--- src/rtl/mem_port_arbiter.sv ---
// mem_port_arbiter: IF/LS arbiter and response sequencer for the single-port
// combinational-read memory. LS has priority; IF is forced through after
// STARVE_LIMIT consecutive losses. Each port owns a single response slot.
// Optional build macro MEM_ARB_ALIGN_CHECK_EN: misaligned requests are
// consumed without touching memory and answered with err=1.

// One response slot: loads on grant, clears on handshake, reload wins.
module mem_arb_slot (
  input  logic        clock,
  input  logic        reset,
  input  logic        load,
  input  logic [31:0] load_data,
  input  logic        load_err,
  input  logic        rsp_ready,
  output logic        rsp_valid,
  output logic [31:0] rsp_data,
  output logic        rsp_err
);
  // slot register: grant reload takes precedence over drain
  always_ff @(posedge clock or posedge reset) begin
    if (reset) begin
      rsp_valid <= 1'b0;
      rsp_data  <= '0;
      rsp_err   <= 1'b0;
    end else if (load) begin
      rsp_valid <= 1'b1;
      rsp_data  <= load_data;
      rsp_err   <= load_err;
    end else if (rsp_valid && rsp_ready) begin
      rsp_valid <= 1'b0;
      rsp_data  <= '0;
      rsp_err   <= 1'b0;
    end
  end
endmodule

module mem_port_arbiter #(
  parameter int STARVE_LIMIT = 4
) (
  input  logic        clock,
  input  logic        reset,
  input  logic        if_req_valid,
  input  logic [31:0] if_req_addr,
  output logic        if_req_ready,
  output logic        if_rsp_valid,
  output logic [31:0] if_rsp_data,
  output logic        if_rsp_err,
  input  logic        if_rsp_ready,
  input  logic        ls_req_valid,
  input  logic [31:0] ls_req_addr,
  input  logic        ls_req_write,
  input  logic [31:0] ls_req_wdata,
  output logic        ls_req_ready,
  output logic        ls_rsp_valid,
  output logic [31:0] ls_rsp_data,
  output logic        ls_rsp_err,
  input  logic        ls_rsp_ready,
  output logic [31:0] mem_address,
  output logic        mem_read_write,
  output logic [31:0] mem_data_in,
  input  logic [31:0] mem_data_out
);
  localparam int          NUM_PORTS = 2;
  localparam int          P_IF      = 0;
  localparam int          P_LS      = 1;
  localparam logic [31:0] IDLE_ADDR = 32'h0100_0000;
  localparam logic [3:0]  LIMIT     = 4'(STARVE_LIMIT);

  typedef struct packed {
    logic        valid;
    logic [31:0] addr;
    logic        write;
    logic [31:0] wdata;
  } req_t;

  req_t [NUM_PORTS-1:0]        req;
  logic [NUM_PORTS-1:0]        rsp_ready, rsp_valid, rsp_err;
  logic [NUM_PORTS-1:0][31:0]  rsp_data, load_data;
  logic [NUM_PORTS-1:0]        elig, gnt, mis;
  logic [3:0]                  starve_cnt;
  logic                        if_force;

  assign req[P_IF] = '{valid: if_req_valid, addr: if_req_addr, write: 1'b0, wdata: 32'h0};
  assign req[P_LS] = '{valid: ls_req_valid, addr: ls_req_addr, write: ls_req_write, wdata: ls_req_wdata};
  assign rsp_ready = {ls_rsp_ready, if_rsp_ready};

  for (genvar p = 0; p < NUM_PORTS; p++) begin : g_port
    // slot is free when empty or being drained this cycle
    assign elig[p] = req[p].valid && (!rsp_valid[p] || rsp_ready[p]);
`ifdef MEM_ARB_ALIGN_CHECK_EN
    assign mis[p] = (req[p].addr[1:0] != 2'b00);
`else
    assign mis[p] = 1'b0;
`endif
    // stores and rejected accesses return zero data
    assign load_data[p] = (mis[p] || req[p].write) ? 32'h0 : mem_data_out;

    mem_arb_slot u_slot (
      .clock     (clock),
      .reset     (reset),
      .load      (gnt[p]),
      .load_data (load_data[p]),
      .load_err  (mis[p]),
      .rsp_ready (rsp_ready[p]),
      .rsp_valid (rsp_valid[p]),
      .rsp_data  (rsp_data[p]),
      .rsp_err   (rsp_err[p])
    );
  end

  // grant: LS first unless IF has hit its starvation limit; nothing in reset
  always_comb begin
    gnt      = '0;
    if_force = elig[P_IF] && (starve_cnt == LIMIT);
    if (!reset) begin
      if (elig[P_LS] && !if_force) gnt[P_LS] = 1'b1;
      else if (elig[P_IF])         gnt[P_IF] = 1'b1;
    end
  end

  // memory port drive; misaligned grants look like idle cycles
  always_comb begin
    mem_address    = IDLE_ADDR;
    mem_read_write = 1'b0;
    mem_data_in    = 32'h0;
    if (gnt[P_LS] && !mis[P_LS]) begin
      mem_address    = req[P_LS].addr;
      mem_read_write = req[P_LS].write;
      mem_data_in    = req[P_LS].write ? req[P_LS].wdata : 32'h0;
    end else if (gnt[P_IF] && !mis[P_IF]) begin
      mem_address    = req[P_IF].addr;
    end
  end

  // starvation counter: counts IF losses to LS, saturates at the limit
  always_ff @(posedge clock or posedge reset) begin
    if (reset)                                               starve_cnt <= '0;
    else if (!if_req_valid || gnt[P_IF])                     starve_cnt <= '0;
    else if (elig[P_IF] && gnt[P_LS] && (starve_cnt < LIMIT)) starve_cnt <= starve_cnt + 4'd1;
  end

  assign if_req_ready = gnt[P_IF];
  assign ls_req_ready = gnt[P_LS];
  assign if_rsp_valid = rsp_valid[P_IF];
  assign if_rsp_data  = rsp_data[P_IF];
  assign if_rsp_err   = rsp_err[P_IF];
  assign ls_rsp_valid = rsp_valid[P_LS];
  assign ls_rsp_data  = rsp_data[P_LS];
  assign ls_rsp_err   = rsp_err[P_LS];
endmodule

--- config.mk ---
export PLATFORM = sky130hd
export DESIGN_NAME = mem_port_arbiter
export DESIGN_NICKNAME = d
export VERILOG_FILES = /design/src/rtl/mem_port_arbiter.sv
export SDC_FILE = /design/constraint.sdc
export NUM_CORES = 1
export LEC_CHECK = 0
export CORE_MARGIN = 3
export CORE_UTILIZATION = 34
export DETAILED_ROUTE_END_ITERATION = 6
export GPL_TIMING_DRIVEN = 0
export PLACE_DENSITY = 0.86
export SLEW_MARGIN = 20
export SYNTH_ARGS = -nofsm -noshare
export SYNTH_HDL_FRONTEND = slang
export SYNTH_SLANG_ARGS = --single-unit
--- constraint.sdc ---
create_clock -name clock -period 4.2 [get_ports clock]
set_input_delay 0.42 -clock clock [delete_from_list [all_inputs] [get_ports clock]]
set_output_delay 0.42 -clock clock [all_outputs]
set_load 0.05 [all_outputs]
==> results.md, run 1 <==
Run:
- The max-cap violation count is 0.

Timing:
- The aggregate negative setup slack is 0 ns.
- The clock period could shrink to 3.92 ns.
- Setup violations remaining at the end of the flow were counted as 0.
- Of the available clock period, the critical path in the final layout requires 93.3%.
- Setup repair after global routing left no endpoint under its margin.
- The relative slew slack is 54.4%.
- The hold violation count in the final report is 0.
- On the final layout, the worst clock skew is 0.0162 ns.
- For the pin with the worst max-slew slack, the measured transition is 0.684 ns.
- The count of final max-slew check failures is 0.
- The maximum clock rate is 255 MHz.
- The worst slack on hold paths is 0.507 ns.
- The worst setup slack after layout is 0.282 ns.

Power:
- The switching component of the power is 1.01 mW.
- The clock network is responsible for 23.8% of the overall power.
- The proportion of power drawn by combinational gates is 43.7%.
- The fraction of power consumed by sequential logic is 32.6%.
- Cell internal power was estimated by the tool at 1.53 mW.
- In this run the power density over the cells is 387 nW/um2.
- The highest ir drop seen on vdd is 0.274 mV.
- The fraction of power spent switching nets is 39.8%.
- The reported leakage power is 3.20 nW.

Routing:
- In the final routed layout, each cell accounts on average for 19.6 um.
- The count of unresolved DRC violations after routing is 0.
- After the first detailed-routing iteration, the DRC count stood at 181.
- The length of the first detailed-routing pass in iterations is 5.
- Once detail routing completed, the nets flagged for antenna violations numbered 0.
- The total wire length is 14.7 mm.
- After detailed routing, the number of vias per cell comes to 4.91.
- The routed via count is 3,671.

Final layout:
- Excluding fillers, the count of instances in the completed layout stands at 748.
- At the end of the flow, the number of nets in the layout was 747.
- The area of the multi-input gates is 1430 um2.
- Summing all non-filler instances in the final layout gives an area of 6580 um2.
- The repair_antennas step left the layout with diodes totalling 0.
- The share of final-layout standard cells stronger than drive strength 1 is 6.18%.
- The relative area change from synthesis to final layout is 88.5%.
- Summing all flip-flop and latch instances after layout gives 1750 um2.
- After filler insertion, the fill cell instance count of the layout stands at 757.

Global route:
- Entering global routing, the biggest net connects 42 pins.
- Summed over all layers, the global routing overflow is 0.
- The number of global-route vias before repair is 3,875.
- In the global route stage, met1 resource usage came out at 33.1%.
- The most crowded layer after global routing is met2.
- The initial antenna violation count is 0.
- Global routing used 24.9% of the available tracks across all layers.
- The met3 track demand over resource is 9.66%.
- For this run, global-route usage on met2 was measured as 38.7%.
- The first global-routing pass estimated 21.7 mm of wire.

CTS:
- The depth of the CTS H-tree is 3.
- The count of hold-fix buffers inserted at cts is 0.
- The number of clock sinks is 70.
- After clock tree synthesis, the setup repair step added 0 buffers.
- The clock-pin slew on the worst setup and hold paths is 0.07 ns.
- The number of gates resized after cts is 0.
- In this run, CTS created clock tree buffers numbering 9.
- The cell sitting at the root of the clock tree is a sky130_fd_sc_hd__clkbuf_8.
- The clock latency reported for the late side of the worst-skew pair is 0.35 ns.
- No sink is reached through more buffers than the 2 on the longest clock path.
- The CTS tree is yes.

Logic synthesis:
- The number of library cell types mapped by synthesis is 26.
- Of all cell types, the one taking the most synthesized area is sky130_fd_sc_hd__dfrtp_1.
- The cell area that synthesis handed to floorplanning was 3490 um2.
- The share of async-settable or async-resettable flops after synthesis is 100%.
- The register area share after synthesis is 50.2%.
- The cell count after synthesis is 330.
- The synthesized flop and latch total is 70.
- During synthesis, Yosys emitted a total of 0 warnings.
- The number of flops mapped to enable cells by yosys is 0.
- The share of the synthesized area in the top cell type is 50.2%.
- In the post-synthesis netlist, the biggest area contributors are sky130_fd_sc_hd__dfrtp_1 50%, sky130_fd_sc_hd__a22o_1 16%, sky130_fd_sc_hd__mux2i_1 9.2%, sky130_fd_sc_hd__and3_1 6.3%, sky130_fd_sc_hd__inv_1 4.1%.
- The most used flip-flop cell after synthesis is sky130_fd_sc_hd__dfrtp_1.
- After synthesis, the mean cell area works out to 10.6 um2.

Placed design:
- Once detailed placement completed, the half-perimeter wirelength came to 12.0 mm.
- After detailed placement, the design holds a cell count of 732.
- Once placement finished, the instance area stood at 6350 um2.
- Routability-driven placement finished with a final weighted congestion of 0.901.
- The pre-CTS setup slack is 0.257 ns.
- The count of buffers added on input and output ports is 267.

Floorplanning:
- In this run the count of I/O pins placed on the die edge is 270.
- The total die area is 11,500 um2.
- In this run the vertical extent of the chip is 107 um.
- The floorplan die width is 107 um.
- In this run the standard cell core region covers 9860 um2.
- The floorplan has 36 rows.
- Once the floorplan was initialized, standard cells occupied 35.4% of the core.

Setup path:
- The worst setup path is captured at an output port.
- The type of the setup path with the least slack is primary input to output port.
- The worst setup path is launched from a primary input.
- For the worst setup path, the data required time is 3.78 ns.
- The arrival time of the worst setup path is 3.50 ns.
- Along the worst path, the maximum fanout reaches 41.

Status:
- The run finished with clean final reports.

Hold path:
- The path class of the lowest-slack min-delay path is flip-flop to flip-flop.
-- flip-flops by register name, summed over array words and instances (netlist names) --
name                     flops
starve_cnt                   4
g_port.u_slot.rsp_data      64
g_port.u_slot.rsp_valid      2
-- per-stage QoR --
stage               utilization (%)  power, mW
floorplan                         -       1.48
global placement               64.2       1.93
detailed placement             64.4       1.95
CTS                            66.7       2.57
finish                         66.7       2.54
global route                   66.7       2.65
-- critical path, cell delays in order --
cell	delay (ns)
sky130_fd_sc_hd__clkdlybuf4s50_1	0.54
sky130_fd_sc_hd__inv_4	0.38
sky130_fd_sc_hd__buf_12	0.29
sky130_fd_sc_hd__and3_1	0.26
sky130_fd_sc_hd__nand2b_1	0.08
sky130_fd_sc_hd__buf_4	0.19
sky130_fd_sc_hd__inv_2	0.09
sky130_fd_sc_hd__buf_2	0.21
sky130_fd_sc_hd__a22o_1	0.16
sky130_fd_sc_hd__clkdlybuf4s50_1	0.85
-- logic make-up after synthesis --
family | share of synthesized area, %
other cells | 0.108
simple gates | 12.4
fa+ha+maj | 0.717
buf+inv | 9.04
compound gates | 18.3
mux | 9.18
flops | 50.2
-- path summary, 6_finish.rpt --
| check | start | to | slack (ns) | cells past startpoint |
|---|---|---|---|---|
| max in group asynchronous | reset | g_port[1].u_slot.rsp_valid | 3.08 | 3 |
| min in group asynchronous | reset | g_port[1].u_slot.rsp_data[29] | 0.58 | 2 |
| hold / removal | g_port[1].u_slot.rsp_data[28] | g_port[1].u_slot.rsp_data[28] | 0.51 | 1 |
| hold reg to reg | g_port[1].u_slot.rsp_data[28] | g_port[1].u_slot.rsp_data[28] | 0.51 | 1 |
| setup / recovery | reset | mem_address[28] | 0.28 | 10 |
| setup reg to reg | starve_cnt[0] | g_port[1].u_slot.rsp_data[26] | 1.83 | 7 |
-- cell usage after synthesis, types with 2 or more instances --
library cell and count:
sky130_fd_sc_hd__mux2i_1 32, sky130_fd_sc_hd__and3_1 35, sky130_fd_sc_hd__buf_6 3, sky130_fd_sc_hd__nand2_1 34, sky130_fd_sc_hd__inv_1 38, sky130_fd_sc_hd__a21oi_1 4, sky130_fd_sc_hd__clkbuf_1 12, sky130_fd_sc_hd__o21ai_0 3
sky130_fd_sc_hd__ha_1 2, sky130_fd_sc_hd__nor2b_1 2, sky130_fd_sc_hd__a22o_1 63, sky130_fd_sc_hd__buf_2 6, sky130_fd_sc_hd__nand2b_1 3, sky130_fd_sc_hd__dfrtp_1 70, sky130_fd_sc_hd__nand3_1 5, sky130_fd_sc_hd__buf_4 8
-- power by group through the flow --
stage	clock, mW	combinational [mW]	sequential [mW]
6_report	0.604	1.11	0.828
5_1_grt	0.654	1.16	0.840
4_1_cts	0.620	1.12	0.828
3_5_place_dp	0	1.11	0.839
3_3_place_gp	0	1.10	0.834
2_1_floorplan	0	0.305	1.18
-- final cells by class --
cell class | instances | share of cell area, %
Inverter | 39 | 2.26
Buffer | 29 | 2.57
Clock buffer | 10 | 1.94
Tap cell | 133 | 2.53
Clock inverter | 6 | 1.43
Sequential cell | 70 | 26.6
Multi-Input combinational cell | 193 | 21.7
Timing Repair Buffer | 268 | 41.0
-- cells in the final DEF (no fill, tap or decap), types with 2 or more instances in the layout --
master and n:
sky130_fd_sc_hd__a21oi_1 4, sky130_fd_sc_hd__a22o_1 63, sky130_fd_sc_hd__and3_1 35, sky130_fd_sc_hd__buf_2 6, sky130_fd_sc_hd__buf_4 8, sky130_fd_sc_hd__buf_6 3, sky130_fd_sc_hd__bufinv_16 2, sky130_fd_sc_hd__clkbuf_1 13
sky130_fd_sc_hd__clkbuf_8 9, sky130_fd_sc_hd__clkdlybuf4s50_1 267, sky130_fd_sc_hd__clkinv_4 2, sky130_fd_sc_hd__conb_1 2, sky130_fd_sc_hd__dfrtp_1 70, sky130_fd_sc_hd__ha_1 2, sky130_fd_sc_hd__inv_1 37, sky130_fd_sc_hd__mux2i_1 32
sky130_fd_sc_hd__nand2_1 34, sky130_fd_sc_hd__nand2b_1 3, sky130_fd_sc_hd__nand3_1 5, sky130_fd_sc_hd__nor2b_1 2, sky130_fd_sc_hd__o21ai_0 3
-- per-layer routing --
metal | up-vias | share of wire (%)
met5 | - | 0
met4 | 0 | 0.89
met3 | 13 | 9.2
met2 | 172 | 47
met1 | 1771 | 43
li1 | 1715 | -
Note: power is estimated with default switching activity, not from simulation.
==> run 2, diff against run 1 <==
GPL_ROUTABILITY_DRIVEN = 0   (was not set)
SLEW_MARGIN = not set   (was 20)
TNS_END_PERCENT = 20   (was not set)
==> run 2 against run 1 <==
Cell count is 0.13% lower. Largest cell class unchanged. Global-route usage is 0.26 points lower. Worst setup slack improved by 0.026 ns. Hold slack lost 0.0042 ns. Critical path depth shrank 1.
==> results.md, run 2 (synthesized netlist as in run 1, its figures left out) <==
Setup path:
- The endpoint type of the worst setup path is an output port (unchanged).
- The data required time of the worst path is 3.78 ns (about the same).
- The arrival time of the worst setup path is 3.47 ns (was 3.50 ns).
- The launching element type of the critical path is a primary input (unchanged).
- The type of the setup path with the least slack is primary input to output port (unchanged).
- The cell depth of the worst flop-to-flop path was 7 (unchanged).
- The maximum fanout encountered on the critical timing path is 72 (was 41).

Final layout:
- The flip-flop count of the largest register after layout is 64 (unchanged).
- The most common library cell in the layout ignoring fill and taps is sky130_fd_sc_hd__clkdlybuf4s50_1 (unchanged).
- The final non-filler cell area is 6590 um2 (was 6580 um2).
- The final core utilization is 66.8% (was 66.7%).
- Most frequent cells in the layout: 267 x sky130_fd_sc_hd__clkdlybuf4s50_1, 70 x sky130_fd_sc_hd__dfrtp_1, 63 x sky130_fd_sc_hd__a22o_1, 37 x sky130_fd_sc_hd__inv_1, 35 x sky130_fd_sc_hd__and3_1 (unchanged).
- The largest register by flop count is g_port.u_slot.rsp_data (unchanged).
- The relative area change from synthesis to final layout is 88.9% (was 88.5%).
- The share of final-layout standard cells stronger than drive strength 1 is 6.19% (was 6.18%).
- The number of antenna diodes came to 0 (unchanged).
- The filler cell count in the final layout was 755 (was 757).
- The net count of the finished layout is 746 (was 747).
- Registers with the most flip-flops: g_port.u_slot.rsp_data: 64 flops, starve_cnt: 4 flops, g_port.u_slot.rsp_valid: 2 flops (unchanged).

Timing:
- The relative slew slack is 57.2% (was 54.4%).
- Setup repair after global routing missed its margin: no (unchanged).
- The setup violation total in the final timing report is 0 (unchanged).
- The maximum clock rate is 257 MHz (was 255 MHz).
- The final worst clock skew came to 0.0131 ns (was 0.0162 ns).
- The transition time at the pin with the least slew margin came to 0.641 ns (was 0.684 ns).
- The count of final max-slew check failures came to 0 (unchanged).
- The final period utilization is 92.7% (was 93.3%).
- The minimum clock period was 3.89 ns (was 3.92 ns).
- The hold violation count in the final report came to 0 (unchanged).

Floorplanning:
- The number of placement rows is 36 (unchanged).
- The number of top-level pins is 270 (unchanged).
- The die outline height came to 107 um (unchanged).
- The total die area was 11,500 um2 (unchanged).
- The floorplan die width came to 107 um (unchanged).
- The core area is 9860 um2 (unchanged).
- The effective utilization at floorplan was 35.4% (unchanged).

Routing:
- The routed via count is 3,667 (was 3,671).
- The length of the first detailed-routing pass in iterations came to 4 (was 5).
- The average wire per standard cell is 19.5 um (was 19.6 um).
- The count of unresolved DRC violations after routing is 0 (unchanged).
- The number of nets with antenna violations after routing was 0 (unchanged).
- The total wire length came to 14.6 mm (was 14.7 mm).
- The average vias per placed instance is 4.91 (about the same).
- The number of DRC violations after detailed-routing iteration 0 is 242 (was 181).

CTS:
- The number of clock sinks was 70 (unchanged).
- The CTS tree is yes (unchanged).
- The depth of the CTS H-tree is 3 (unchanged).
- The number of gates resized after cts is 0 (unchanged).
- The clock-pin slew on the worst setup and hold paths is 0.08 ns (was 0.07 ns).
- The root buffer cell was sky130_fd_sc_hd__clkbuf_8 (unchanged).
- The buffer depth of the longest clock path is 2 (unchanged).
- The number of buffers inserted by post-CTS setup repair was 0 (unchanged).
- The clock latency reported for the late side of the worst-skew pair is 0.34 ns (was 0.35 ns).
- The number of buffers created by CTS is 9 (unchanged).
- The count of hold-fix buffers inserted at cts is 0 (unchanged).

Global route:
- The wire length of the first global-routing pass came to 21.5 mm (was 21.7 mm).
- The total global-route track usage came to 24.6% (was 24.9%).
- The initial antenna violation count is 0 (unchanged).
- The largest net degree at the start of global routing is 73 (was 42).
- The number of global-route vias before repair is 3,853 (was 3,875).
- The leftover overflow at the end of global routing is 0 (unchanged).

Hold path:
- The number of cells on the worst hold path is 1 (unchanged).
- The path class of the lowest-slack min-delay path is flip-flop to flip-flop (unchanged).

Power:
- The power density over cell area is 397 nW/um2 (was 387 nW/um2).
- The highest ir drop seen on vdd is 0.282 mV (was 0.274 mV).
- The reported leakage power is 3.21 nW (was 3.20 nW).

Placed design:
- The placed cell area is 6330 um2 (was 6350 um2).
- The number of I/O port buffers is 267 (unchanged).
- The total half-perimeter wirelength after legalization and detailed placement is 11.8 mm (was 12.0 mm).

Run:
- The max-cap violation count is 0 (unchanged).

Status:
- Result of the run: completed (unchanged).
-- run 2: final cells by class --
type	instances	area, um2	area share [%]
well taps	133	166	2.53
multi-input cells	193	1430	21.6
inverters	39	151	2.30
plain buffers	29	169	2.56
clock inverters	6	116	1.77
repair buffers	267	2670	40.6
clock buffers	10	138	2.09
flip-flops and latches	70	1750	26.6
-- run 2: path summary, 6_finish.rpt --
check / startpoint / endpoint / slack, ns
max: reset / mem_address[28] / 0.31
min: g_port[1].u_slot.rsp_data[2] / g_port[1].u_slot.rsp_data[2] / 0.50
max reg2reg: starve_cnt[0] / g_port[1].u_slot.rsp_data[30] / 1.91
min reg2reg: g_port[1].u_slot.rsp_data[2] / g_port[1].u_slot.rsp_data[2] / 0.50
max in group asynchronous: reset / g_port[1].u_slot.rsp_data[10] / 3.07
min in group asynchronous: reset / g_port[1].u_slot.rsp_data[29] / 0.69
-- run 2: metrics by stage --
| step | TNS, ns | cells | worst slack, ns | total power, mW | hold WS, ns |
|---|---|---|---|---|---|
| CTS | 0 | 747 | 0.114 | 2.64 | 0.507 |
| finish | 0 | 747 | 0.307 | 2.61 | 0.503 |
| global route | 0 | 747 | 0.113 | 2.72 | 0.525 |
| detailed placement | 0 | 731 | 0.114 | 1.95 | 0.481 |
| global placement | -38.43 | 731 | -1.23 | 1.93 | 0.482 |
| floorplan | 0 | 331 | 0.359 | 1.48 | 0.499 |
-- run 2: metal layers --
metal  part of all wire, %  track usage (%)
met1                    43             34.0
met2                    47             37.8
met3                   9.0             8.28
met4                   1.3             5.02
met5                     0                0
-- run 2: report_power, final --
group          internal [mW]  switching, mW  total, mW
clock                  0.415          0.265      0.680
sequential             0.770         0.0573      0.828
combinational          0.419          0.687       1.11
total                   1.60           1.01       2.61
-- run 2: worst max-delay path: stages --
cell and delay [ns]:
sky130_fd_sc_hd__clkdlybuf4s50_1 0.56, sky130_fd_sc_hd__inv_6 0.52, sky130_fd_sc_hd__and3_1 0.35, sky130_fd_sc_hd__nand2b_1 0.07, sky130_fd_sc_hd__buf_4 0.19, sky130_fd_sc_hd__inv_2 0.10
sky130_fd_sc_hd__buf_2 0.22, sky130_fd_sc_hd__a22o_1 0.15, sky130_fd_sc_hd__clkdlybuf4s50_1 0.87
